## src/rtl/rob_multi.sv

```systemverilog
// rob_multi: multi-issue reorder buffer.
//   Accepts up to DISP_W in-order dispatches per cycle (all-or-nothing), marks
//   entries done from CDB_PORTS completion ports, and retires up to COMMIT_W
//   done entries per cycle in program order. Retiring a mispredicted entry
//   squashes everything younger and pulses flush_o.
// Ports:
//   clk, rst                 clock, synchronous active-high reset
//   dispatch_*_i / _ready_o  dispatch lanes (packed from lane 0), ready when DISP_W entries free
//   alloc_tag_o              tag each dispatch lane would receive (tail + k)
//   cdb_*_i                  completion ports: valid, tag, mispredict
//   commit_*_o               registered retirement slots (packed from slot 0)
//   flush_o, flush_tag_o     registered one-cycle squash pulse and the offending tag
//   rob_empty_o, rob_count_o occupancy, combinational from state
module rob_multi #(
    parameter int unsigned ROB_DEPTH = 16,
    parameter int unsigned ROB_TAG_W = $clog2(ROB_DEPTH),
    parameter int unsigned PREG_W    = 6,
    parameter int unsigned AREG_W    = 5,
    parameter int unsigned DISP_W    = 2,
    parameter int unsigned COMMIT_W  = 2,
    parameter int unsigned CDB_PORTS = 2
) (
    input  logic                          clk,
    input  logic                          rst,
    input  logic [DISP_W-1:0]             dispatch_valid_i,
    input  logic [DISP_W-1:0]             dispatch_has_rd_i,
    input  logic [DISP_W*AREG_W-1:0]      dispatch_rd_arch_i,
    input  logic [DISP_W*PREG_W-1:0]      dispatch_rd_phys_i,
    input  logic [DISP_W*PREG_W-1:0]      dispatch_rd_old_phys_i,
    output logic                          dispatch_ready_o,
    output logic [DISP_W*ROB_TAG_W-1:0]   alloc_tag_o,
    input  logic [CDB_PORTS-1:0]          cdb_valid_i,
    input  logic [CDB_PORTS*ROB_TAG_W-1:0] cdb_tag_i,
    input  logic [CDB_PORTS-1:0]          cdb_mispredict_i,
    output logic [COMMIT_W-1:0]           commit_valid_o,
    output logic [COMMIT_W-1:0]           commit_has_rd_o,
    output logic [COMMIT_W*AREG_W-1:0]    commit_rd_arch_o,
    output logic [COMMIT_W*PREG_W-1:0]    commit_rd_phys_o,
    output logic [COMMIT_W*PREG_W-1:0]    commit_old_preg_o,
    output logic                          flush_o,
    output logic [ROB_TAG_W-1:0]          flush_tag_o,
    output logic                          rob_empty_o,
    output logic [ROB_TAG_W:0]            rob_count_o
);

    localparam int unsigned CNT_W = ROB_TAG_W + 1;

    // Pointer / occupancy state
    logic [ROB_TAG_W-1:0] head_q, tail_q;
    logic [CNT_W-1:0]     count_q;

    // Per-entry status flags (reset) and payload (no reset needed)
    logic [ROB_DEPTH-1:0] valid_q, done_q, mispred_q;
    logic [ROB_DEPTH-1:0] valid_n, done_n, mispred_n;
    logic [ROB_DEPTH-1:0] has_rd_q;
    logic [AREG_W-1:0]    rd_arch_q [ROB_DEPTH];
    logic [PREG_W-1:0]    rd_phys_q [ROB_DEPTH];
    logic [PREG_W-1:0]    old_phys_q[ROB_DEPTH];

    // Combinational selection results
    logic [COMMIT_W-1:0]        retire_c;
    logic [COMMIT_W-1:0]        commit_has_rd_c;
    logic [COMMIT_W*AREG_W-1:0] commit_rd_arch_c;
    logic [COMMIT_W*PREG_W-1:0] commit_rd_phys_c;
    logic [COMMIT_W*PREG_W-1:0] commit_old_preg_c;
    logic [CNT_W-1:0]           n_retire_c;
    logic [CNT_W-1:0]           n_disp_c;
    logic                       flush_c;
    logic [ROB_TAG_W-1:0]       flush_tag_c;
    logic                       accept_c;
    logic [DISP_W:0]            disp_ext_c;
    logic                       disp_packed_c;

    // Occupancy-derived outputs; ready deliberately ignores same-cycle retirement
    assign rob_count_o      = count_q;
    assign rob_empty_o      = (count_q == '0);
    assign dispatch_ready_o = (count_q <= CNT_W'(ROB_DEPTH - DISP_W));

    // Tags offered to each dispatch lane, contiguous modulo depth
    always_comb begin
        alloc_tag_o = '0;
        for (int k = 0; k < int'(DISP_W); k++) begin
            alloc_tag_o[k*ROB_TAG_W +: ROB_TAG_W] = tail_q + ROB_TAG_W'(k);
        end
    end

    // Lane count of this cycle's dispatch request
    always_comb begin
        n_disp_c = '0;
        for (int k = 0; k < int'(DISP_W); k++) begin
            if (dispatch_valid_i[k]) n_disp_c = n_disp_c + CNT_W'(1);
        end
    end

    // Retirement scan from head; stops at the first non-retiring slot or after a mispredict
    always_comb begin
        logic stop;
        logic [ROB_TAG_W-1:0] idx;
        stop              = 1'b0;
        idx               = '0;
        retire_c          = '0;
        n_retire_c        = '0;
        flush_c           = 1'b0;
        flush_tag_c       = '0;
        commit_has_rd_c   = '0;
        commit_rd_arch_c  = '0;
        commit_rd_phys_c  = '0;
        commit_old_preg_c = '0;
        for (int j = 0; j < int'(COMMIT_W); j++) begin
            idx = head_q + ROB_TAG_W'(j);
            if (!stop && (CNT_W'(j) < count_q) && valid_q[idx] && done_q[idx]) begin
                retire_c[j]                            = 1'b1;
                n_retire_c                             = n_retire_c + CNT_W'(1);
                commit_has_rd_c[j]                     = has_rd_q[idx];
                commit_rd_arch_c[j*AREG_W +: AREG_W]   = rd_arch_q[idx];
                commit_rd_phys_c[j*PREG_W +: PREG_W]   = rd_phys_q[idx];
                commit_old_preg_c[j*PREG_W +: PREG_W]  = old_phys_q[idx];
                if (mispred_q[idx]) begin
                    stop        = 1'b1;
                    flush_c     = 1'b1;
                    flush_tag_c = idx;
                end
            end else begin
                stop = 1'b1;
            end
        end
    end

    // A flush discards whatever dispatch was offered alongside it
    assign accept_c = dispatch_ready_o && (|dispatch_valid_i) && !flush_c;

    // Next status flags: completions, then retirement clears, then new allocations
    always_comb begin
        valid_n   = valid_q;
        done_n    = done_q;
        mispred_n = mispred_q;
        for (int p = 0; p < int'(CDB_PORTS); p++) begin
            if (cdb_valid_i[p] && valid_q[cdb_tag_i[p*ROB_TAG_W +: ROB_TAG_W]]) begin
                done_n[cdb_tag_i[p*ROB_TAG_W +: ROB_TAG_W]] = 1'b1;
                if (cdb_mispredict_i[p]) mispred_n[cdb_tag_i[p*ROB_TAG_W +: ROB_TAG_W]] = 1'b1;
            end
        end
        for (int j = 0; j < int'(COMMIT_W); j++) begin
            if (retire_c[j]) begin
                valid_n[head_q + ROB_TAG_W'(j)]   = 1'b0;
                done_n[head_q + ROB_TAG_W'(j)]    = 1'b0;
                mispred_n[head_q + ROB_TAG_W'(j)] = 1'b0;
            end
        end
        if (accept_c) begin
            for (int k = 0; k < int'(DISP_W); k++) begin
                if (dispatch_valid_i[k]) begin
                    valid_n[tail_q + ROB_TAG_W'(k)]   = 1'b1;
                    done_n[tail_q + ROB_TAG_W'(k)]    = 1'b0;
                    mispred_n[tail_q + ROB_TAG_W'(k)] = 1'b0;
                end
            end
        end
    end

    // Control state and registered commit/flush outputs
    always_ff @(posedge clk) begin
        if (rst) begin
            head_q            <= '0;
            tail_q            <= '0;
            count_q           <= '0;
            valid_q           <= '0;
            done_q            <= '0;
            mispred_q         <= '0;
            commit_valid_o    <= '0;
            commit_has_rd_o   <= '0;
            commit_rd_arch_o  <= '0;
            commit_rd_phys_o  <= '0;
            commit_old_preg_o <= '0;
            flush_o           <= 1'b0;
            flush_tag_o       <= '0;
        end else begin
            commit_valid_o    <= retire_c;
            commit_has_rd_o   <= commit_has_rd_c;
            commit_rd_arch_o  <= commit_rd_arch_c;
            commit_rd_phys_o  <= commit_rd_phys_c;
            commit_old_preg_o <= commit_old_preg_c;
            flush_o           <= flush_c;
            if (flush_c) begin
                flush_tag_o <= flush_tag_c;
                valid_q     <= '0;
                done_q      <= '0;
                mispred_q   <= '0;
                head_q      <= flush_tag_c + ROB_TAG_W'(1);
                tail_q      <= flush_tag_c + ROB_TAG_W'(1);
                count_q     <= '0;
            end else begin
                valid_q   <= valid_n;
                done_q    <= done_n;
                mispred_q <= mispred_n;
                head_q    <= head_q + ROB_TAG_W'(n_retire_c);
                if (accept_c) begin
                    tail_q  <= tail_q + ROB_TAG_W'(n_disp_c);
                    count_q <= count_q + n_disp_c - n_retire_c;
                end else begin
                    count_q <= count_q - n_retire_c;
                end
            end
        end
    end

    // Entry payload written on allocation
    always_ff @(posedge clk) begin
        if (!rst && accept_c) begin
            for (int k = 0; k < int'(DISP_W); k++) begin
                if (dispatch_valid_i[k]) begin
                    has_rd_q[tail_q + ROB_TAG_W'(k)]   <= dispatch_has_rd_i[k];
                    rd_arch_q[tail_q + ROB_TAG_W'(k)]  <= dispatch_rd_arch_i[k*AREG_W +: AREG_W];
                    rd_phys_q[tail_q + ROB_TAG_W'(k)]  <= dispatch_rd_phys_i[k*PREG_W +: PREG_W];
                    old_phys_q[tail_q + ROB_TAG_W'(k)] <= dispatch_rd_old_phys_i[k*PREG_W +: PREG_W];
                end
            end
        end
    end

    // Dispatch lanes must be packed from lane 0 (all-ones-from-bit-0 pattern)
    assign disp_ext_c    = {1'b0, dispatch_valid_i};
    assign disp_packed_c = ((disp_ext_c & (disp_ext_c + (DISP_W+1)'(1))) == '0);

    assert property (@(posedge clk) disable iff (rst) disp_packed_c);

endmodule

```

## config.mk

```make
export PLATFORM = sky130hd
export DESIGN_NAME = rob_multi
export DESIGN_NICKNAME = d
export VERILOG_FILES = /design/src/rtl/rob_multi.sv
export SDC_FILE = /design/constraint.sdc
export NUM_CORES = 1
export LEC_CHECK = 0
export CORE_ASPECT_RATIO = 1.5
export CORE_UTILIZATION = 35
export CTS_BUF_LIST = sky130_fd_sc_hd__clkbuf_16
export DETAILED_ROUTE_END_ITERATION = 10
export MAX_ROUTING_LAYER = met4
export PLACE_DENSITY = 0.62
export SYNTH_ARGS = -nofsm -noshare
export SYNTH_HDL_FRONTEND = slang
export SYNTH_SLANG_ARGS = --single-unit
export TNS_END_PERCENT = 10
```

## constraint.sdc

```tcl
create_clock -name clk -period 5.5 [get_ports clk]
set_clock_uncertainty 0.2 [all_clocks]
set_input_delay 1.1 -clock clk [delete_from_list [all_inputs] [get_ports clk]]
set_output_delay 1.1 -clock clk [all_outputs]
set_load 0.1 [all_outputs]
```

==> metrics.md <==
| Metric | Value |
|---|---|
| #FFs+latches synth | `392` |
| Die H | `319 um` |
| Hold Path Class | `reg2reg` |
| Clock transition at path regs | `0.07 ns` |
| Synth warn | `0` |
| CTS Hold Bufs | `0` |
| # port buffers | `109` |
| Initial antenna violation count | `5` |
| Area contributors post-synth | `edfxtp_1 (37%), mux4_2 (20%), mux2_2 (9.2%)` |
| Total CTS buffers | `42` |
| Tightest Pin Transition | `1.11 ns` |
| Crit Path Class | `reg2reg` |
| Synthesized cell area | `23,400 um^2` |
| Sequential cell area fraction in the yosys report | `0.458` |
| Cells after synthesis | `1,662` |
| Final instance area | `26,800 um^2` |
| Area after DPL | `25,400 um^2` |
| Setup violators final | `0` |
| DRT Wirelength | `75.9 mm` |
| Die X | `213 um` |
| GRT Total Usage | `0.233` |
| Vias in the first global route | `16.5k` |
| Most frequent cell after synthesis | `edfxtp_1` |
| First-pass GRT wire length | `111 mm` |
| Post-synth EDFFs | `288` |
| PostCTS Resize Cnt | `0` |
| Die area | `68,000 um^2` |
| Mean Syn Cell Area | `14.1 um^2` |
| Synth area leader | `edfxtp_1` |
| Overall power | `7.72 mW` |
| CP startpoint kind | `flip-flop` |
| Hold Violations, Final | `0` |
| WP data arrival | `4.97 ns` |
| GRT overflow | `0` |
| Max Cap Viol | `0` |
| PwrDens | `288 nW/um^2` |
| I/O pin total | `110` |
| Fmax | `214 MHz` |
| Post-synth ARST share | `0` |
| H-tree depth | `2` |
| Post-route DRC | `0` |
| Top post-synthesis cells by count | `edfxtp_1 (288), mux4_2 (209), mux2_2 (192)` |
| Core ar. | `65,900 um^2` |
| Worst setup EP type | `flip-flop` |
| RSZ-0062 raised after global routing | `no` |
| Initial Utilization | `0.355` |
| Post-CTS Setup Bufs | `0` |
| DRT iter0 DRCs | `1,379` |
| Slew HR | `0.258` |
| Synth Net Count | `1,749` |
| Outcome | `complete, no violations` |
| Insertion delay to the later sink of the worst-skew pair | `0.60 ns` |
| Primary FF master, synth | `edfxtp_1` |
| Fin crit period | `4.67 ns` |
| Nets | `1,807` |
| Total number of vias | `15.8k` |
| # rows | `115` |
| P_leak | `8.88 nW` |
| Vias per cell | `6.01` |
| CP Max Fanout | `11` |
| Synth top area share | `0.369` |
| Synth unique cells | `68` |
| Peak VDD IR | `262 uV` |
| WP data required | `5.81 ns` |
| Placer Congestion | `0.911` |
| Max clock buf depth | `3` |
| CTS Sinks | `392` |
| CTS tree | `done` |
| Drt wl/cell | `28.8 um` |
| Largest net degree at the start of global routing | `63` |
| Synth-to-Final Area Change | `14.6%` |
| Clock Root Buffer | `clkbuf_16` |
| Layout cells sized above 1 | `0.358` |
| Total Neg Setup Slack | `0 ns` |
| Crit share post-route | `0.848` |
| Max Slew Vio Count | `0` |
| First drt pass iteration count | `6` |
| Routed Antenna Nets | `0` |
| DP HPWL | `49.5 mm` |
flip-flops by register name, summed over array words and instances, names as in the netlist:
| signal | cells |
|---|---|
| head_q | 4 |
| mispred_q | 16 |
| commit_valid_o | 2 |
| has_rd_q | 16 |
| commit_old_preg_o | 12 |
| valid_q | 16 |
| commit_rd_arch_o | 10 |
| commit_rd_phys_o | 12 |
| tail_q | 4 |
| done_q | 16 |
| commit_has_rd_o | 2 |
| flush_tag_o | 4 |
| rd_phys_q | 96 |
| flush_o | 1 |
| rob_count_o | 5 |
| rd_arch_q | 80 |
| old_phys_q | 96 |
power by group:
part | switching, mW | internal [mW] | leakage (nW)
Combinational | 0.833 | 0.492 | 4.72
Clock | 1.26 | 1.71 | 0.709
Sequential | 0.115 | 3.31 | 3.44
Total | 2.21 | 5.52 | 8.88
final cells by class:
class	count	area (um^2)
repair buffers	169	1540
clock buffers	45	1130
clock inverters	30	287
inverters	41	154
diodes	5	12.5
flip-flops and latches	392	10700
multi-input cells	1074	11900
fillers	6139	39100
well taps	877	1100
path summary, 6_finish.rpt:
| kind | to | startpoint | slack, ns | cells after the start |
|---|---|---|---|---|
| hold / removal | flush_tag_o[2] | flush_tag_o[2] | 0.26 | 2 |
| setup / recovery | rob_count_o[4] | head_q[3] | 0.83 | 15 |
| hold reg to reg | flush_tag_o[2] | flush_tag_o[2] | 0.26 | 2 |
| setup reg to reg | rob_count_o[4] | head_q[3] | 0.83 | 15 |
worst max-delay path, stage by stage, from the launching register on:
cell and delay (ns):
dfxtp_1 0.73, inv_2 0.40, xnor2_2 0.43, mux2i_1 0.44
o2111a_2 0.30, and2_1 0.15, ha_1 0.27, fa_1 0.49
fa_1 0.47, inv_1 0.07, a21oi_1 0.06, nor2_1 0.09
nor2_1 0.06, xor2_1 0.13, nor2_1 0.06, a211oi_1 0.22
layout by cell type, fill, tap and decap left out, drive strengths merged, types with 30 or more instances in the layout:
master	netlist	layout
clkbuf	97	45
dfxtp	104	104
ha	30	30
and3	40	40
nor2	90	90
edfxtp	288	288
inv	39	48
mux2	272	272
clkdlybuf4s50	0	109
mux4	209	209
buf	58	60
nand3	49	49
a21oi	59	59
nand2	68	68
o22ai	31	31
cells by family after synthesis:
family | after synthesis | synth area share
flops | 392 | 0.458
mux | 505 | 0.352
buf+inv | 196 | 0.0384
fa+ha+maj | 35 | 0.0203
xor+xnor | 15 | 0.00593
simple gates | 339 | 0.0729
compound gates | 180 | 0.0526
per-layer routing:
metal / vias up / share of wire / global-route usage
li1: 6683 / - / -
met1: 8186 / 0.36 / 0.261
met2: 729 / 0.51 / 0.388
met3: 215 / 0.065 / 0.0400
met4: 0 / 0.063 / 0.130
met5: - / 0 / -
per-stage QoR:
step                      std cells   util  hold WS, ns  worst slack (ns)
final                          2633  0.407        0.258             0.833
after global routing           2633  0.407        0.287             0.594
after CTS                      2628  0.407        0.262             0.866
after detailed placement       2553  0.386        0.253             0.854
after global placement         2553  0.386        0.249             0.851
after floorplan                1662      -        0.252            0.0224
(Power assumes the default switching activity.)
